`config.mk`:
```
export PLATFORM = sky130hd
export DESIGN_NAME = loopback_fifo
export DESIGN_NICKNAME = d
export VERILOG_FILES = /design/src/rtl/loopback_fifo.sv
export SDC_FILE = /design/constraint.sdc
export NUM_CORES = 1
export LEC_CHECK = 0
export ABC_AREA = 1
export ABC_CLOCK_PERIOD_IN_PS = 2790
export CAP_MARGIN = 30
export CORE_ASPECT_RATIO = 2
export CORE_MARGIN = 4
export CORE_UTILIZATION = 60
export CTS_CLUSTER_DIAMETER = 120
export CTS_CLUSTER_SIZE = 16
export DETAILED_ROUTE_END_ITERATION = 10
export PLACE_DENSITY = 0.85
export SLEW_MARGIN = 5
export SYNTH_ARGS = -nofsm -noshare
export SYNTH_HDL_FRONTEND = slang
export SYNTH_SLANG_ARGS = --single-unit
```
`constraint.sdc`:
```
create_clock -name clk_i -period 2.79 [get_ports clk_i]
set_clock_uncertainty 0.2 [all_clocks]
set_input_delay 0.279 -clock clk_i [delete_from_list [all_inputs] [get_ports clk_i]]
set_output_delay 0.279 -clock clk_i [all_outputs]
set_load 0.05 [all_outputs]
```
`src/rtl/loopback_fifo.sv`:
```
// Per-channel byte FIFO returning each OUT stream unchanged on its IN stream; one-cycle push-to-pop latency.
// Backpressure: s_ready drops only when the channel is full, flushing or in reset; channels never stall each other.
module loopback_fifo #(
  parameter int CHANNELS = 7,
  parameter int DEPTH    = 16,
  parameter int LW       = $clog2(DEPTH) + 1
) (
  input  logic                   clk_i,
  input  logic                   rst_i,
  input  logic [8*CHANNELS-1:0]  s_data_i,
  input  logic [CHANNELS-1:0]    s_valid_i,
  output logic [CHANNELS-1:0]    s_ready_o,
  output logic [8*CHANNELS-1:0]  m_data_o,
  output logic [CHANNELS-1:0]    m_valid_o,
  input  logic [CHANNELS-1:0]    m_ready_i,
  input  logic [CHANNELS-1:0]    flush_i,
  output logic [LW*CHANNELS-1:0] level_o
);

  localparam int            AW       = $clog2(DEPTH);
  localparam logic [LW-1:0] FULL_LVL = LW'(DEPTH);

  for (genvar c = 0; c < CHANNELS; c++) begin : g_ch
    logic [7:0]    mem [DEPTH];
    logic [AW-1:0] wr_ptr_q, wr_ptr_d;
    logic [AW-1:0] rd_ptr_q, rd_ptr_d;
    logic [LW-1:0] count_q, count_d;
    logic          push;
    logic          pop;

    // Ready never looks at m_ready_i, so read and write sides stay decoupled.
    assign s_ready_o[c]         = ~rst_i & ~flush_i[c] & (count_q != FULL_LVL);
    assign m_valid_o[c]         = (count_q != '0);
    assign m_data_o[8*c +: 8]   = m_valid_o[c] ? mem[rd_ptr_q] : 8'h00;
    assign level_o[LW*c +: LW]  = count_q;

    assign push = s_valid_i[c] & s_ready_o[c];
    assign pop  = m_valid_o[c] & m_ready_i[c];

    always_comb begin
      wr_ptr_d = wr_ptr_q;
      rd_ptr_d = rd_ptr_q;
      count_d  = count_q;
      if (flush_i[c]) begin
        wr_ptr_d = '0;
        rd_ptr_d = '0;
        count_d  = '0;
      end else begin
        if (push) wr_ptr_d = wr_ptr_q + AW'(1);
        if (pop)  rd_ptr_d = rd_ptr_q + AW'(1);
        if (push && !pop)      count_d = count_q + LW'(1);
        else if (pop && !push) count_d = count_q - LW'(1);
      end
    end

    always_ff @(posedge clk_i) begin
      if (rst_i) begin
        wr_ptr_q <= '0;
        rd_ptr_q <= '0;
        count_q  <= '0;
      end else begin
        wr_ptr_q <= wr_ptr_d;
        rd_ptr_q <= rd_ptr_d;
        count_q  <= count_d;
      end
    end

    // Storage is intentionally left unreset; count gates every read.
    always_ff @(posedge clk_i) begin
      if (push) mem[wr_ptr_q] <= s_data_i[8*c +: 8];
    end
  end

endmodule
```
# Yosys cells after proc, flatten, opt, wreduce, memory -nomap -nowiden
# Memories as Yosys holds them, arrays and structs flattened. A register that Yosys moved wholly into a read port is not among the register bits.
# Index checks and enable logic that the tools add are counted.
[word_totals]
register_bits = 91
ram_bits = 896
inputBits = 79
mem_count = 7
out_inout_bits = 105
[memory_table]
columns = ["name", "depth", "word_bits", "rd", "rd_ports_with_merged_regs", "wr", "line_no", "source"]
rows = [
  ["g_ch[0].mem", 16, 8, 1, 1, 1, "24", "logic [7:0] mem [DEPTH];"],
  ["g_ch[1].mem", 16, 8, 1, 1, 1, "24", ""],
  ["g_ch[2].mem", 16, 8, 1, 1, 1, "24", ""],
  ["g_ch[3].mem", 16, 8, 1, 1, 1, "24", ""],
  ["g_ch[4].mem", 16, 8, 1, 1, 1, "24", ""],
  ["g_ch[5].mem", 16, 8, 1, 1, 1, "24", ""],
  ["1 more memories", "n/a", "n/a", "n/a", "n/a", "n/a", "n/a", ""],
]
[classes]
addsub = 28
eq_ne = 7
n_reduce_logical = 49
n_mux = 49
n_bitwise = 36
[ops]
columns = ["op", "n"]
rows = [
  ["two-way mux 5 bit", 14],
  ["adder 4 x 1 -> 4 bit (second input constant)", 14],
  ["two-way mux 4 bit", 14],
  ["two-way mux 8 bit", 7],
  ["adder 5 x 1 -> 5 bit (second input constant)", 7],
  ["inequality test 5 bit (second input constant)", 7],
  ["nonzero test 5 bit", 7],
  ["subtractor 5 x 1 -> 5 bit (second input constant)", 7],
  ["AND 1 bit", 28],
  ["logical AND 1 bit", 14],
  ["logical NOT 1 bit", 14],
  ["two-way mux 1 bit", 14],
  ["nonzero test 2 bit", 7],
  ["OR reduction 2 bit", 7],
  ["NOT 1 bit", 8],
]

# Logic depth before layout (Yosys ltp)
[logic_depth]
ltp_word = 8
depth_mapped = 14
depth_no_buf = 14

# Worst setup path after synthesis
# No wires, ideal clock.
[synth_timing]
kind = "flip-flop to flip-flop"
startpoint = "register g_ch[1].count_q[0]"
endpoint = "register g_ch[1].count_q[4]"
setup_slack_ns = -0.241
stages_incl_launch_ff = 13
setup_ns = 0.070
period_less_slack_ns = 3.031
arrival_ns = 2.761
cell_sequence = "dfxtp_1 nor2_1 nand4_1 nand2_1 ha_1 inv_1 ha_1 or2_2 nand2_1 nand2b_1 nand2_1 nand2_1 a21oi_1"
[synth_between]
elab_cells_between_ends = 14
cone_classes = "2 x add/sub; 1 x eq/ne; 2 x mux; 3 x bitwise; 6 x reduce/logical"
[synth_lines]
columns = ["element", "line_no", "source"]
rows = [
  ["start, declared", "27", "logic [LW-1:0] count_q, count_d;"],
  ["start signal, assigned", "64", "count_q <= count_d;"],
  ["nonzero test 5 bit *", "33", "assign m_valid_o[c] = (count_q != '0);"],
  ["named net m_valid_o[1]", "14", "output logic [CHANNELS-1:0] m_valid_o,"],
  ["AND 1 bit *", "38", "assign pop = m_valid_o[c] & m_ready_i[c];"],
  ["logical NOT 1 bit", "51", "if (push && !pop) count_d = count_q + LW'(1);"],
  ["logical AND 1 bit", "51", ""],
  ["two-way mux 5 bit / nonzero test 2 bit (equally long branches)", "n/a", ""],
]
# Mark *: on every way through the listed nets, which the timed path passes. The rest lies on a longest branch. The select of a mux whose other input is x is not followed.
# A chain may end at the register's enable or synchronous reset.

==> run metrics <==
outcome=finished with violations; failing checks=setup timing; Fmax=344 MHz; Least-Margin Pin Slew=0.853 ns; synthesized area=42,400 µm²; max cap viols=0; CP peak stage delay=0.52 ns; CP top delay family=simple AND/OR/NAND/NOR gates; total vias in the final route=30,851; vias in the first global route=30,980; Slew Viols, Final=0; Final #Nets=4,382; leak pwr=19.1 nW; initial detailed-routing violation count=2,897; RSZ-0062 raised after global routing=yes; Synth Area per Inst=11.0 µm²; WHS Endpoint=g_ch[5].rd_ptr_q[3]; layout cell share with drive strength beyond 1=15.6%; FFs w/ async S/R, synth=0%; Final Cycle Share=104%; hpwl dp=70,300 µm; final hold vios=0; area grow syn2layout=21.1%; CTS Buf Count=73; # rows=137; Setup WS post-layout=-0.118 ns; hold_buf cts=0; Synth Flop Type=edfxtp_1; pre-CTS setup slack=0.0229 ns; Gate Count Post-Synth=3,869; Clock transition at path regs=0.07 ns; Die Wd=196 µm; R2R Setup Slk=0.24 ns; YS warnings=0; clk root buf=clkbuf_16; R2R Path End=g_ch[6].count_q[4]; initial core utilization=60.6%; Design Area, Final=51,300 µm²; port bufs=183; Hold Crit Class=input pin to flop; Synth area leader=edfxtp_1; Post-Syn Nets=4,020; #FFs+latches synth=1,015; FF-to-FF Start=g_ch[6].count_q[0]; IO Pins=184; most area-consuming cells after synthesis=edfxtp_1 63%, nand2_1 12%, nand3_1 8.4%; Post-DP Area=47,200 µm²; number of synthesized flops with an enable pin=896; Congestion Overflow GR=0; # DRC=0; Clock Sink Count=1,015; footprint of the multi-input gates=12,500 µm²; WP data required=2.31 ns; Clock Latency Late Sink=0.68 ns; worst path cell trace=clkbuf_16 -> nand2_1 -> nand3_1 -> nand3_2 -> nand2_1 -> nand2_1 -> a21oi_2 -> buf_12; HP Start=m_ready_i[5]; Layout fillers=4,243; CP dominant cell by count=nand2_1; DR WL/cell=21.6 µm; routability cong.=0.932; R2R depth=12; CP Capture Type=primary output; min Tclk post-route=2.91 ns; first-pass GRT wire length=164,000 µm; commonest non-fill, non-tap cell in the layout=nand2_1; Final Setup Violations=12; H-tree depth=3; post-synthesis sequential area ratio=69.1%; critical path arrival=2.43 ns; Vias/cell=5.94; crit-path max FO=10; pin count of the biggest net entering global routing=49; Max-slew headroom=43.0%; DRT Wirelength=112,000 µm; final antenna-violating net count=0; WP buf/inv=2; initial antenna violation count=2; Clock Tree Buf Depth=3; Yosys top cell area share=63.5%; area occupied by registers=29,400 µm²; VDD IR max=0.744 mV; WS Path Type=flop to primary output; DIE AREA=75,200 µm²; Fin Setup TNS=-0.403 ns; Die Span Y=384 µm; ANT cells=0; first drt pass iteration count=6; Post-Layout Cell Count=5,195; Worst path slowest cell=dfxtp_4; overall power consumption=32.1 mW; placed cells=5,003; most frequent cells in the layout=1,268 x nand2_1, 896 x edfxtp_1, 676 x nand3_1; core area=69,900 µm²; CTS tree=done; PD cells=626 nW/µm²; Hold Crit Depth=4; Synth cell types=25; crit path launch type=flop; Total Routing Usage GR=28.0%
[metal layers]
metal	GRT usage (%)	share of wire [%]
met1	28.1	31
met2	52.5	55
met3	4.29	6.9
met4	18.7	7.5
met5	0	0.011
[kinds of logic (layout without fill, tap and decap cells)]
kind of cell,Yosys count,in the layout,share of synthesized area (%)
AO/OA/AOI/OAI,186,186,2.21
XOR/XNOR,47,47,0.971
adder cells (fa/ha/maj),72,72,2.25
buffers and inverters,324,747,3.09
flip-flops,1015,1015,69.1
AND/OR/NAND/NOR,2225,2225,22.4
[flip-flops by register name (all words and copies together) (netlist names), named ones only]
register       count
g_ch.count_q      35
g_ch.mem         896
g_ch.rd_ptr_q     28
g_ch.wr_ptr_q     28
[through the flow]
stage                     utilization (%)  hold slack [ns]
final                                73.4            0.191
after global routing                 73.4            0.209
after CTS                            72.0            0.138
after detailed placement             67.5            0.264
after global placement               67.4            0.257
after floorplan                         -            0.178
[cells in the mapped netlist, types with 5 or more instances]
master	count
a21oi_1	139
edfxtp_1	896
buf_1	9
or2_2	5
xnor2_1	12
fa_1	7
nand2_1	1302
nand2_2	22
nand4_1	14
inv_1	142
inv_2	7
xor2_1	35
o21ai_0	45
buf_2	59
ha_1	65
clkbuf_1	100
nand3_1	712
nor2_1	154
inv_4	7
dfxtp_1	119
nor2_4	7
[final cells by class]
class	instances	area share (%)
sequential	1015	57.3
clock inverter	6	0.151
timing repair inverter	2	0.0268
timing repair buffer	453	10.5
clock buffer	130	4.06
tap	903	2.20
multi-input combinational	2530	24.4
inverter	156	1.40
[power breakdown]
group          total, mW  internal (mW)  switching, mW
Clock               10.2           5.12           5.10
Sequential          16.7           16.6          0.135
Combinational       5.17           1.94           3.23
[tightest hold or removal path, stage by stage]
cell and delay [ns]:
clkdlybuf4s50_1 0.48, nand2_2 0.11, nand2_1 0.08, a21oi_1 0.07
[repair_timing]
action / CTS / global route
buffers inserted: 19 / 11
setup endpoints to repair: 56 / 55
pin swaps: 14 / 39
cloned: 9 / 17
gates resized for setup: 146 / 109
hold endpoints to repair: 0 / 0
[worst max path at each step]
stage | startpoint | to | cells after the start | slack, ns
final | flop | m_data_o[50] | 8 | -0.12
after floorplan | g_ch[1].count_q[0] | g_ch[1].count_q[4] | 12 | -0.02
after global placement | rst_i | g_ch[1].count_q[4] | 14 | 0.07
after detailed placement | rst_i | g_ch[1].count_q[4] | 14 | 0.02
after global routing | flop | m_data_o[50] | 8 | -0.17
after CTS | flop | m_data_o[45] | 9 | -0.03
No activity file was read; power rests on OpenSTA's default activity.
